<file path="src/rtl/mult_datapath.sv">
// Datapath for the sequential multiplier: operand capture, nibble partial products and shift-accumulate.
// Define MULT_DP_RESULT_REG_EN to add a result register that holds the last finished product.
module mult_datapath #(
   parameter int DATA_W = 8
) (
   input  logic                  clk,
   input  logic                  reset_a,
   input  logic                  start,
   input  logic [DATA_W-1:0]     dataa,
   input  logic [DATA_W-1:0]     datab,
   input  logic [1:0]            input_sel,
   input  logic [1:0]            shift_sel,
   input  logic                  clk_ena,
   input  logic                  sclr_n,
   input  logic                  done,
   output logic [1:0]            count,
   output logic [DATA_W-1:0]     partial,
   output logic [2*DATA_W-1:0]   product8x8
);

   localparam int HALF   = DATA_W / 2;
   localparam int PROD_W = 2 * DATA_W;

   logic [DATA_W-1:0] opa_q, opa_d;
   logic [DATA_W-1:0] opb_q, opb_d;
   logic [1:0]        count_q, count_d;
   logic [PROD_W-1:0] acc_q, acc_d;
   logic [HALF-1:0]   nib_a, nib_b;
   logic [DATA_W-1:0] partial_w;
   logic [PROD_W-1:0] partial_ext;
   logic [PROD_W-1:0] shifted;

   always_comb begin
      opa_d   = opa_q;
      opb_d   = opb_q;
      count_d = count_q + 2'd1;
      if (start) begin
         opa_d   = dataa;
         opb_d   = datab;
         count_d = 2'd0;
      end
   end

   // input_sel[1] picks the multiplicand nibble, input_sel[0] the multiplier nibble
   always_comb begin
      nib_a = input_sel[1] ? opa_q[DATA_W-1:HALF] : opa_q[HALF-1:0];
      nib_b = input_sel[0] ? opb_q[DATA_W-1:HALF] : opb_q[HALF-1:0];
   end

   assign partial_w   = DATA_W'(nib_a) * DATA_W'(nib_b);
   assign partial_ext = PROD_W'(partial_w);

   always_comb begin
      case (shift_sel)
         2'b01:   shifted = partial_ext << HALF;
         2'b10:   shifted = partial_ext << DATA_W;
         default: shifted = partial_ext;
      endcase
   end

   always_comb begin
      acc_d = acc_q;
      if (clk_ena) begin
         acc_d = sclr_n ? (acc_q + shifted) : shifted;
      end
   end

   always_ff @(posedge clk or negedge reset_a) begin
      if (!reset_a) begin
         opa_q   <= '0;
         opb_q   <= '0;
         count_q <= '0;
         acc_q   <= '0;
      end else begin
         opa_q   <= opa_d;
         opb_q   <= opb_d;
         count_q <= count_d;
         acc_q   <= acc_d;
      end
   end

`ifdef MULT_DP_RESULT_REG_EN
   logic [PROD_W-1:0] res_q, res_d;

   // The final step's sum is folded in directly so res lands on the same edge as acc
   always_comb begin
      res_d = res_q;
      if (done) begin
         res_d = clk_ena ? (acc_q + shifted) : acc_q;
      end
   end

   always_ff @(posedge clk or negedge reset_a) begin
      if (!reset_a) begin
         res_q <= '0;
      end else begin
         res_q <= res_d;
      end
   end

   assign product8x8 = res_q;
`else
   logic unused_done;
   assign unused_done = done;
   assign product8x8  = acc_q;
`endif

   assign count   = count_q;
   assign partial = partial_w;

endmodule

</file>
<file path="config.mk">
export PLATFORM = sky130hd
export DESIGN_NAME = mult_datapath
export DESIGN_NICKNAME = d
export VERILOG_FILES = /design/src/rtl/mult_datapath.sv
export SDC_FILE = /design/constraint.sdc
export NUM_CORES = 1
export LEC_CHECK = 0
export BUFFER_PORTS_ARGS = -buffer_cell sky130_fd_sc_hd__buf_2
export CAP_MARGIN = 10
export CORE_UTILIZATION = 50
export DETAILED_ROUTE_END_ITERATION = 10
export GPL_ROUTABILITY_DRIVEN = 0
export MAX_ROUTING_LAYER = met4
export PLACE_DENSITY = 0.84
export SLEW_MARGIN = 10
export SYNTH_ARGS = -nofsm -noshare
export SYNTH_HDL_FRONTEND = slang
export SYNTH_SLANG_ARGS = --single-unit
</file>
<file path="constraint.sdc">
create_clock -name clk -period 4.3 [get_ports clk]
set_input_delay 0.215 -clock clk [delete_from_list [all_inputs] [get_ports clk]]
set_output_delay 0.215 -clock clk [all_outputs]
set_load 0.1 [all_outputs]
</file>
==> results by group, run 1 <==
Synthesis
  • Avg Cell Area, Syn: 9.31 sq um
  • Post-Syn Nets: 367
  • Synth Instances: 307
  • Largest cells by area after synthesis: dfrtp_1, ha_1, mux2_2
  • FF+latch count, synth: 34
  • Synth Cell Area: 2860 sq um
  • Seq/Total Area, Yosys: 0.298
  • Netlist cell types: 54
  • Synth area leader: dfrtp_1
  • Dominant synthesized flop cell: dfrtp_1
  • Synth async-reset ratio: 1.00
  • Post-synth EDFFs: 0
  • Yosys warns: 0
  • Share of the synthesized area in the top cell type: 0.298

Global route
  • First-pass GRT wire length: 13100 um
  • Largest net degree at the start of global routing: 35
  • All-layer global routing usage: 0.285
  • Initial antenna violation count: 0
  • Vias in the first global route: 2928
  • Grt total ovfl: 0

Placed design
  • DPL Wire Length: 5910 um
  • Worst slack at placement: -423 ps
  • PortBufs: 50

STA
  • Tcrit/Tclk final: 1.06
  • Worst Skew: 10.3 ps
  • Tmin final: 4570 ps
  • Final setup viols: 9
  • Fmax: 219 MHz
  • Final setup TNS: -1840 ps
  • Worst-Margin Slew: 761 ps
  • Slew HR: 0.493
  • Max-slew violations: 0
  • Final hold vios: 25
  • RSZ-0062 raised after global routing: true
  • Min Hold Slack: -23.9 ps
  • Setup ws final: -266 ps

Critical path
  • Crit path max fanout: 3
  • FF-to-FF setup slack: -270 ps
  • Worst Path Class, Setup: flip-flop to flip-flop
  • Critical Path Start Type: flip-flop
  • Worst EP arrival: 4740 ps
  • Worst setup EP type: flip-flop
  • Worst reg-to-reg path cell count: 19
  • FF-to-FF Start: opa_q[4]$_DFFE_PN0P_
  • FF-to-FF End: product8x8[11]$_DFFE_PN0P_
  • CP required: 4480 ps

Cells and area
  • Layout cells sized above 1: 0.424
  • Net count reported at finish: 465
  • FILL cells: 425
  • Ant diodes: 0
  • Area grow syn2layout: 37.5%

Pwr
  • Switch Pwr: 1.49 mW
  • Sw frac: 0.553
  • Leakage power: 1.93 nW
  • Cell Pwr Density: 685 nW/um^2
  • Post-layout total power: 2.69 mW
  • Worst vdd rail ir drop: 0.000834 V
  • Cell Int Power: 1.20 mW
  • Clk pwr share: 0.092
  • Gate power share: 0.738
  • Power share of the sequential group: 0.170

Clock tree
  • H-tree depth: 2
  • Clk sinks: 34
  • TritonCTS buffer count: 5
  • CTS tree: built
  • Hold buffer count at cts: 0
  • Root buffer cell: clkbuf_8
  • Reg clk slew, reported paths: 80 ps
  • Clock Path Buffers: 2
  • Skew-Pair Late Insertion Delay: 300 ps

Floorplanning
  • DIE HEIGHT: 77.6 um
  • I/O pin total: 52
  • Site row count: 27
  • Die Span X: 77.6 um
  • Die area: 6020 sq um
  • Initial cell density of the core: 0.519
  • Core Area: 5510 sq um

Run
  • Max-Cap Viols: 0

Routing
  • Vias: 2805
  • DRT Pass-1 Iters: 5
  • # DRC: 0
  • Post-Route WL: 7850 um
  • Drt first-iter violations: 157
  • WL/cell: 16.4 um
  • Post-DRT Antenna Nets: 0
  • Post-DR vias/cell: 5.87

Hold path
  • Hold Path Class: input pin to asynchronous set/reset pin

Outcome
  • Failing checks: negative hold slack, negative setup slack
  • Status: complete, but fails checks
==> state kept, by name, summed over array words and instances (netlist names) <==
register	count
product8x8	16
opa_q	8
opb_q	8
count	2
==> cells in the final DEF (no fill, tap or decap), types with 5 or more instances in the layout <==
master,instances
buf_2,50
buf_4,47
dfrtp_1,34
nor2_1,24
ha_1,24
inv_1,18
nand2_1,17
mux2_2,16
a21o_1,10
mux2i_1,9
xnor2_1,9
a21oi_1,9
o21ai_1,8
o21ai_0,7
nor3_1,6
a22oi_1,5
o21a_1,5
ha_4,5
clkbuf_8,5
==> routing by layer <==
metal / wire length, um / track usage
met1: 3090 / 0.318
met2: 4210 / 0.511
met3: 379 / 0.0471
met4: 173 / 0.102
met5: 0 / -
==> power groups by stage <==
stage / combinational, mW / clock [mW] / sequential (mW)
after global routing: 2.09 / 0.266 / 0.465
final: 1.99 / 0.248 / 0.457
after global placement: 1.83 / 0 / 0.455
after floorplan: 1.03 / 0 / 0.850
after CTS: 1.95 / 0.252 / 0.456
after detailed placement: 1.87 / 0 / 0.462
==> how the worst max path moves through the flow <==
stage / from / end / slack, ps / cells after the start
2_1_floorplan: input_sel[1] / product8x8[8]$_DFFE_PN0P_ / -500 / 19
3_3_place_gp: input_sel[0] / product8x8[8]$_DFFE_PN0P_ / -300 / 20
3_5_place_dp: input_sel[0] / product8x8[9]$_DFFE_PN0P_ / -420 / 19
4_1_cts: opa_q[4]$_DFFE_PN0P_ / product8x8[8]$_DFFE_PN0P_ / -290 / 19
5_1_grt: opa_q[4]$_DFFE_PN0P_ / product8x8[9]$_DFFE_PN0P_ / -420 / 18
6_report: opa_q[4]$_DFFE_PN0P_ / product8x8[11]$_DFFE_PN0P_ / -270 / 19
==> critical path, cell delays in order, from the launching register on <==
cell	delay, ps
dfrtp_1	380
mux2i_2	90
or2_4	240
fa_1	550
inv_2	40
fa_2	540
buf_6	100
ha_4	200
a21o_1	190
a211oi_2	310
nor2_4	60
a21o_1	210
ha_1	230
buf_4	160
a2111oi_4	350
a21oi_2	80
and2_4	180
a31oi_4	170
mux2i_1	100
a221o_1	260
==> synth_stat cells (4+ instances only) <==
| cell type | count |
|---|---|
| nand2_1 | 17 |
| o21ai_0 | 16 |
| inv_1 | 19 |
| clkbuf_1 | 8 |
| o21ai_1 | 4 |
| and2_1 | 5 |
| a21o_1 | 10 |
| a22oi_1 | 5 |
| a211oi_1 | 4 |
| dfrtp_1 | 34 |
| nor2_1 | 27 |
| mux2i_1 | 12 |
| nor3_1 | 6 |
| ha_1 | 29 |
| o21a_1 | 5 |
| a21oi_1 | 13 |
| mux2_2 | 16 |
| fa_1 | 5 |
| nand3b_1 | 4 |
| nor2b_1 | 5 |
| or2_2 | 6 |
| xnor2_1 | 11 |
==> cell type report <==
type	count	area, sq um	share of cell area
Tap cell	72	90.1	0.0229
Clock buffer	5	68.8	0.0175
Multi-Input combinational cell	243	2180	0.556
Inverter	21	78.8	0.0201
Timing Repair Buffer	100	637	0.162
Sequential cell	34	851	0.216
Clock inverter	3	21.3	0.00541
==> repair_timing <==
action,in CTS,in global routing
resized for setup,23,7
setup buffers,2,1
endpoints found under the setup margin,9,9
pin swaps,13,10
endpoints found under the hold margin,0,0
gates cloned,0,0
==> through the flow <==
step	utilization	std cells	area, sq um
6_report	0.714	478	3930
5_1_grt	0.714	478	3930
2_1_floorplan	-	307	3060
3_3_place_gp	0.673	467	3710
4_1_cts	0.705	477	3880
3_5_place_dp	0.673	467	3710
==> cell families (layout without fill, tap and decap cells) <==
family / Yosys count / in the layout / share of synthesized area
AOI/OAI and AO/OA: 85 / 85 / 0.212
xor gates and xnor gates: 12 / 12 / 0.0368
adders and majority gates: 34 / 34 / 0.162
buffers and inverters: 30 / 129 / 0.0394
DFF: 34 / 34 / 0.298
muxes: 28 / 28 / 0.105
and+or+nand+nor: 84 / 84 / 0.147
(Power assumes the default switching activity.)
==> run 2, diff against run 1 <==
--- a/config.mk
+++ b/config.mk
@@ -7,11 +7,13 @@
 export LEC_CHECK = 0
 export BUFFER_PORTS_ARGS = -buffer_cell sky130_fd_sc_hd__buf_2
 export CAP_MARGIN = 10
+export CORE_ASPECT_RATIO = 0.5
 export CORE_UTILIZATION = 50
 export DETAILED_ROUTE_END_ITERATION = 10
 export GPL_ROUTABILITY_DRIVEN = 0
 export MAX_ROUTING_LAYER = met4
 export PLACE_DENSITY = 0.84
+export SKIP_CTS_REPAIR_TIMING = 1
 export SLEW_MARGIN = 10
 export SYNTH_ARGS = -nofsm -noshare
 export SYNTH_HDL_FRONTEND = slang
==> results by group, run 2 (synthesis results as in run 1) <==
Outcome
  • Status: complete, but fails checks (unchanged)
  • Failing checks: negative setup slack (was negative hold slack, negative setup slack)

STA
  • RSZ-0062 raised after global routing: true (unchanged)
  • Slew HR: 0.474 (was 0.493)
  • Tcrit/Tclk final: 1.08 (was 1.06)
  • Final setup viols: 9 (unchanged)
  • Worst Skew: 7.38 ps (was 10.3 ps)
  • Final setup TNS: -2660 ps (was -1840 ps)
  • Max-slew violations: 0 (unchanged)
  • Worst-Margin Slew: 788 ps (was 761 ps)
  • Fmax: 215 MHz (was 219 MHz)
  • Final hold vios: 0 (was 25)
  • Tmin final: 4660 ps (was 4570 ps)
  • Min Hold Slack: 0.760 ps (was -23.9 ps)
  • Setup ws final: -355 ps (was -266 ps)

Placed design
  • PortBufs: 50 (unchanged)
  • Placed Area: 3690 sq um (was 3710 sq um)
  • DPL Wire Length: 6020 um (was 5910 um)
  • Placed Cells: 466 (was 467)

Global route
  • All-layer global routing usage: 0.298 (was 0.285)
  • Grt total ovfl: 0 (unchanged)
  • Largest net degree at the start of global routing: 35 (unchanged)
  • Initial antenna violation count: 0 (unchanged)
  • First-pass GRT wire length: 13500 um (was 13100 um)
  • Vias in the first global route: 2916 (was 2928)

Clock tree
  • CTS tree: built (unchanged)
  • Clock Path Buffers: 2 (unchanged)
  • Root buffer cell: clkbuf_16 (was clkbuf_8)
  • TritonCTS buffer count: 5 (unchanged)
  • H-tree depth: 2 (unchanged)
  • Skew-Pair Late Insertion Delay: 290 ps (was 300 ps)
  • Reg clk slew, reported paths: 60 ps (was 80 ps)
  • Clk sinks: 34 (unchanged)

Cells and area
  • Ant diodes: 0 (unchanged)
  • Cell Count, Final, Fillers Out: 483 (was 478)
  • Post-route cell area: 4140 sq um (was 3930 sq um)
  • Area grow syn2layout: 45.0% (was 37.5%)
  • Max FFs per register: 16 (unchanged)
  • FILL cells: 348 (was 425)
  • Net count reported at finish: 469 (was 465)
  • Most frequent cells in the layout: buf_2, buf_4, dfrtp_1, nor2_1, ha_1 (unchanged)
  • FF+latch area: 851 sq um (unchanged)
  • Area of the multi-input gates: 2250 sq um (was 2180 sq um)
  • Layout cells sized above 1: 0.454 (was 0.424)

Critical path
  • Crit-path cells: mux2i_2 > or2_4 > fa_1 > inv_2 > fa_2 > buf_6 > ha_4 > a211oi_4 > o21ai_2 > a21oi_4 > xnor2_4 > a22o_4 > ha_4 > a21o_1 > or3_4 > o21ai_4 > buf_6 > o21ai_2 > xnor2_1 > o21ai_1 (was mux2i_2 > or2_4 > fa_1 > inv_2 > fa_2 > buf_6 > ha_4 > a21o_1 > a211oi_2 > nor2_4 > a21o_1 > ha_1 > buf_4 > a2111oi_4 > a21oi_2 > and2_4 > a31oi_4 > mux2i_1 > a221o_1)
  • CP max stage cell: fa_2 (was fa_1)
  • FF-to-FF Start: opb_q[3]$_DFFE_PN0P_ (was opa_q[4]$_DFFE_PN0P_)
  • CP required: 4470 ps (was 4480 ps)
  • Worst reg-to-reg path cell count: 20 (was 19)
  • Critical Path Start: opb_q[3]$_DFFE_PN0P_ (was opa_q[4]$_DFFE_PN0P_)
  • Crit path max fanout: 3 (unchanged)
  • Worst setup EP type: flip-flop (unchanged)
  • Worst Path Class, Setup: flip-flop to flip-flop (unchanged)
  • Worst EP arrival: 4820 ps (was 4740 ps)
  • FF-to-FF setup slack: -360 ps (was -270 ps)
  • FF-to-FF End: product8x8[14]$_DFFE_PN0P_ (was product8x8[11]$_DFFE_PN0P_)
  • Critical Path Start Type: flip-flop (unchanged)
  • CP peak stage delay: 560 ps (was 550 ps)

Routing
  • DRT Pass-1 Iters: 5 (unchanged)
  • WL/cell: 18.1 um (was 16.4 um)
  • Post-DRT Antenna Nets: 0 (unchanged)
  • # DRC: 0 (unchanged)
  • Post-Route WL: 8740 um (was 7850 um)
  • Met3 WL post-DR: 551 um (was 379 um)
  • Vias: 2922 (was 2805)
  • Post-DR vias/cell: 6.05 (was 5.87)
  • Drt first-iter violations: 166 (was 157)
  • Routed met1 length: 3420 um (was 3090 um)
  • Met2 wire length: 4480 um (was 4210 um)
  • Max Used Layer: met4 (unchanged)

Floorplanning
  • Initial cell density of the core: 0.520 (was 0.519)
  • Site row count: 19 (was 27)
  • Die area: 6040 sq um (was 6020 sq um)
  • DIE HEIGHT: 55.5 um (was 77.6 um)
  • Die Span X: 109 um (was 77.6 um)
  • I/O pin total: 52 (unchanged)
  • Core Area: 5490 sq um (was 5510 sq um)

Pwr
  • Post-layout total power: 3.06 mW (was 2.69 mW)
  • Leakage power: 2.00 nW (was 1.93 nW)
  • Cell Pwr Density: 738 nW/um^2 (was 685 nW/um^2)
  • Worst vdd rail ir drop: 0.000390 V (was 0.000834 V)

Hold path
  • Hold Path Class: input pin to asynchronous set/reset pin (unchanged)

Run
  • Max-Cap Viols: 0 (unchanged)
## run 2: area by class of cell
cell class,count,share of cell area
clock buffer,6,0.0335
clock inverter,2,0.0145
inverter,21,0.0190
multi-input combinational,243,0.544
sequential,34,0.205
tap,73,0.0220
timing repair buffer,104,0.162
## run 2: worst max path at each step
stage / endpoint / slack [ps] / cells past startpoint
final: product8x8[14]$_DFFE_PN0P_ / -360 / 20
after global routing: product8x8[11]$_DFFE_PN0P_ / -520 / 19
after CTS: product8x8[9]$_DFFE_PN0P_ / -410 / 18
after detailed placement: product8x8[9]$_DFFE_PN0P_ / -480 / 19
after global placement: product8x8[15]$_DFFE_PN0P_ / -340 / 21
after floorplan: product8x8[8]$_DFFE_PN0P_ / -500 / 19
## run 2: critical path: cells and delay by family (launching register included)
family / cells / cell delay (ps)
fa+ha+maj: 4 / 1550
compound gates: 8 / 1380
simple gates: 2 / 620
flops: 1 / 360
buf+inv: 3 / 280
xor+xnor: 2 / 260
mux: 1 / 80
## run 2: metal layers
layer | up-vias | GRT usage
met5 | - | -
met4 | 0 | 0.102
met3 | 34 | 0.0590
met2 | 137 | 0.513
met1 | 1429 | 0.346
li1 | 1322 | -
## run 2: report_power, final
part | switching [mW] | internal (mW) | leakage, nW
clock network | 0.145 | 0.348 | 0.0971
logic | 1.35 | 0.750 | 1.49
registers | 0.0715 | 0.391 | 0.415
## run 2: per-stage QoR
stage,util,setup slack (ps)
after global placement,0.672,-341
after global routing,0.754,-523
final,0.754,-355
after detailed placement,0.672,-483
after CTS,0.709,-407
after floorplan,-,-502
==> run 3, diff against run 2 <==
--- a/config.mk
+++ b/config.mk
@@ -12,7 +12,7 @@
 export DETAILED_ROUTE_END_ITERATION = 10
 export GPL_ROUTABILITY_DRIVEN = 0
 export MAX_ROUTING_LAYER = met4
-export PLACE_DENSITY = 0.84
+export PLACE_DENSITY = 0.81
 export SKIP_CTS_REPAIR_TIMING = 1
 export SLEW_MARGIN = 10
 export SYNTH_ARGS = -nofsm -noshare
==> constraint.sdc (replaced) <==
create_clock -name clk -period 5.9 [get_ports clk]
set_input_delay 0.295 -clock clk [delete_from_list [all_inputs] [get_ports clk]]
set_output_delay 0.295 -clock clk [all_outputs]
set_load 0.005 [all_outputs]
==> results by group, run 3 (synthesis results as in run 1) <==
Pwr
  • Post-layout total power: 1.23 mW (was 3.06 mW)
  • Cell Pwr Density: 372 nW/um^2 (was 738 nW/um^2)
  • Worst vdd rail ir drop: 0.000188 V (was 0.000390 V)
  • Leakage power: 1.64 nW (was 2.00 nW)

Clock tree
  • Skew-Pair Late Insertion Delay: 280 ps (was 290 ps)
  • TritonCTS buffer count: 5 (unchanged)
  • Clk sinks: 34 (unchanged)
  • Clock Path Buffers: 2 (unchanged)
  • Root buffer cell: clkbuf_16 (unchanged)
  • H-tree depth: 2 (unchanged)
  • Reg clk slew, reported paths: 60 ps (about the same)
  • CTS tree: built (unchanged)

STA
  • Final setup viols: 0 (was 9)
  • Final hold vios: 0 (unchanged)
  • Worst Skew: 10.4 ps (was 7.38 ps)
  • Fmax: 194 MHz (was 215 MHz)
  • Slew HR: 0.473 (was 0.474)
  • Max-slew violations: 0 (unchanged)
  • RSZ-0062 raised after global routing: false (was true)
  • Tmin final: 5150 ps (was 4660 ps)
  • Worst-Margin Slew: 791 ps (was 788 ps)
  • Final setup TNS: 0 ps (was -2660 ps)
  • Tcrit/Tclk final: 0.873 (was 1.08)

Routing
  • DRT Pass-1 Iters: 4 (was 5)
  • # DRC: 0 (unchanged)
  • WL/cell: 15.1 um (was 18.1 um)
  • Post-Route WL: 6460 um (was 8740 um)
  • Post-DRT Antenna Nets: 0 (unchanged)
  • Post-DR vias/cell: 5.83 (was 6.05)
  • Vias: 2503 (was 2922)
  • Drt first-iter violations: 134 (was 166)

Critical path
  • Worst EP arrival: 5310 ps (was 4820 ps)
  • CP required: 6060 ps (was 4470 ps)
  • FF-to-FF setup slack: 750 ps (was -360 ps)
  • Worst Path Class, Setup: flip-flop to flip-flop (unchanged)
  • CP max stage cell: fa_1 (was fa_2)
  • FF-to-FF End: product8x8[11]$_DFFE_PN0P_ (was product8x8[14]$_DFFE_PN0P_)
  • Crit path max fanout: 5 (was 3)
  • Critical Path Start: opb_q[7]$_DFFE_PN0P_ (was opb_q[3]$_DFFE_PN0P_)
  • Worst reg-to-reg path cell count: 18 (was 20)
  • Most common cell on crit path: fa_1
  • Critical Path Start Type: flip-flop (unchanged)
  • Crit-path cells: mux2i_1 > or2_2 > fa_1 > inv_1 > fa_1 > inv_1 > fa_1 > nor2b_1 > o21ai_0 > a21boi_0 > o31ai_1 > ha_1 > a2111oi_0 > a21oi_1 > and2_1 > a31oi_4 > mux2i_1 > a221o_1 (was mux2i_2 > or2_4 > fa_1 > inv_2 > fa_2 > buf_6 > ha_4 > a211oi_4 > o21ai_2 > a21oi_4 > xnor2_4 > a22o_4 > ha_4 > a21o_1 > or3_4 > o21ai_4 > buf_6 > o21ai_2 > xnor2_1 > o21ai_1)
  • FF-to-FF Start: opb_q[7]$_DFFE_PN0P_ (was opb_q[3]$_DFFE_PN0P_)
  • Worst setup EP type: flip-flop (unchanged)
  • CP peak stage delay: 560 ps (about the same)

Global route
  • Grt total ovfl: 0 (unchanged)
  • First-pass GRT wire length: 10800 um (was 13500 um)
  • Vias in the first global route: 2381 (was 2916)
  • Largest net degree at the start of global routing: 35 (unchanged)
  • All-layer global routing usage: 0.237 (was 0.298)
  • Initial antenna violation count: 0 (unchanged)

Cells and area
  • Ant diodes: 0 (unchanged)
  • Net count reported at finish: 415 (was 469)
  • Area of the multi-input gates: 1890 sq um (was 2250 sq um)
  • Final core utilization: 0.604 (was 0.754)
  • Post-route cell area: 3320 sq um (was 4140 sq um)
  • Most frequent cells in the layout: buf_2, dfrtp_1, ha_1, nor2_1, inv_1 (was buf_2, buf_4, dfrtp_1, nor2_1, ha_1)
  • Cell Count, Final, Fillers Out: 429 (was 483)
  • Max FFs per register: 16 (unchanged)
  • Most common cell after layout, fill and taps aside: buf_2
  • Layout cells sized above 1: 0.239 (was 0.454)
  • FILL cells: 480 (was 348)
  • Area grow syn2layout: 16.1% (was 45.0%)
  • FF+latch area: 851 sq um (unchanged)

Floorplanning
  • Site row count: 19 (unchanged)
  • Die Span X: 109 um (unchanged)
  • DIE HEIGHT: 55.5 um (unchanged)
  • Die area: 6040 sq um (unchanged)
  • Core Area: 5490 sq um (unchanged)
  • I/O pin total: 52 (unchanged)
  • Initial cell density of the core: 0.520 (unchanged)

Placed design
  • Placed Area: 3170 sq um (was 3690 sq um)
  • Placed Cells: 421 (was 466)
  • DPL Wire Length: 4960 um (was 6020 um)
  • PortBufs: 50 (unchanged)

Hold path
  • Hold Path Class: input pin to asynchronous set/reset pin (unchanged)

Run
  • Max-Cap Viols: 0 (unchanged)

Outcome
  • Status: finished clean (was complete, but fails checks)
## run 3: worst max path at each step
stage	to	slack (ps)	cells past startpoint
after floorplan	product8x8[8]$_DFFE_PN0P_	1010	19
after global placement	product8x8[14]$_DFFE_PN0P_	710	19
after detailed placement	product8x8[9]$_DFFE_PN0P_	670	19
after CTS	product8x8[11]$_DFFE_PN0P_	780	18
after global routing	product8x8[12]$_DFFE_PN0P_	390	18
final	product8x8[11]$_DFFE_PN0P_	750	18
## run 3: layer usage
metal  share of wire  GRT usage  wire [um]
met5               0          -          0
met4           0.016     0.0927        101
met3           0.050     0.0579        321
met2            0.46      0.351       2950
met1            0.48      0.313       3090
## run 3: power by group
part | switching (mW) | total (mW) | internal [mW]
Sequential | 0.0416 | 0.326 | 0.285
Combinational | 0.346 | 0.638 | 0.291
Clock | 0.102 | 0.269 | 0.167
Total | 0.490 | 1.23 | 0.743
## run 3: through the flow
step / hold WS [ps] / setup slack, ps
CTS: 133 / 782
detailed placement: 429 / 666
global placement: 409 / 709
floorplan: -0.591 / 1010
global route: 163 / 390
finish: 93.7 / 752
## run 3: critical path, delay by kind of cell, from the launching register on
kind / cells / cell delay (ps)
DFF: 1 / 340
muxes: 2 / 240
buffers and inverters: 2 / 120
AOI/OAI and AO/OA: 7 / 1750
and+or+nand+nor: 3 / 670
adders and majority gates: 4 / 1920
## run 3: cell type report
class / instances / area share
Sequential cell: 34 / 0.257
Timing Repair Buffer: 50 / 0.0754
Clock inverter: 2 / 0.00377
Tap cell: 73 / 0.0275
Inverter: 21 / 0.0238
Multi-Input combinational cell: 243 / 0.571
Clock buffer: 6 / 0.0419
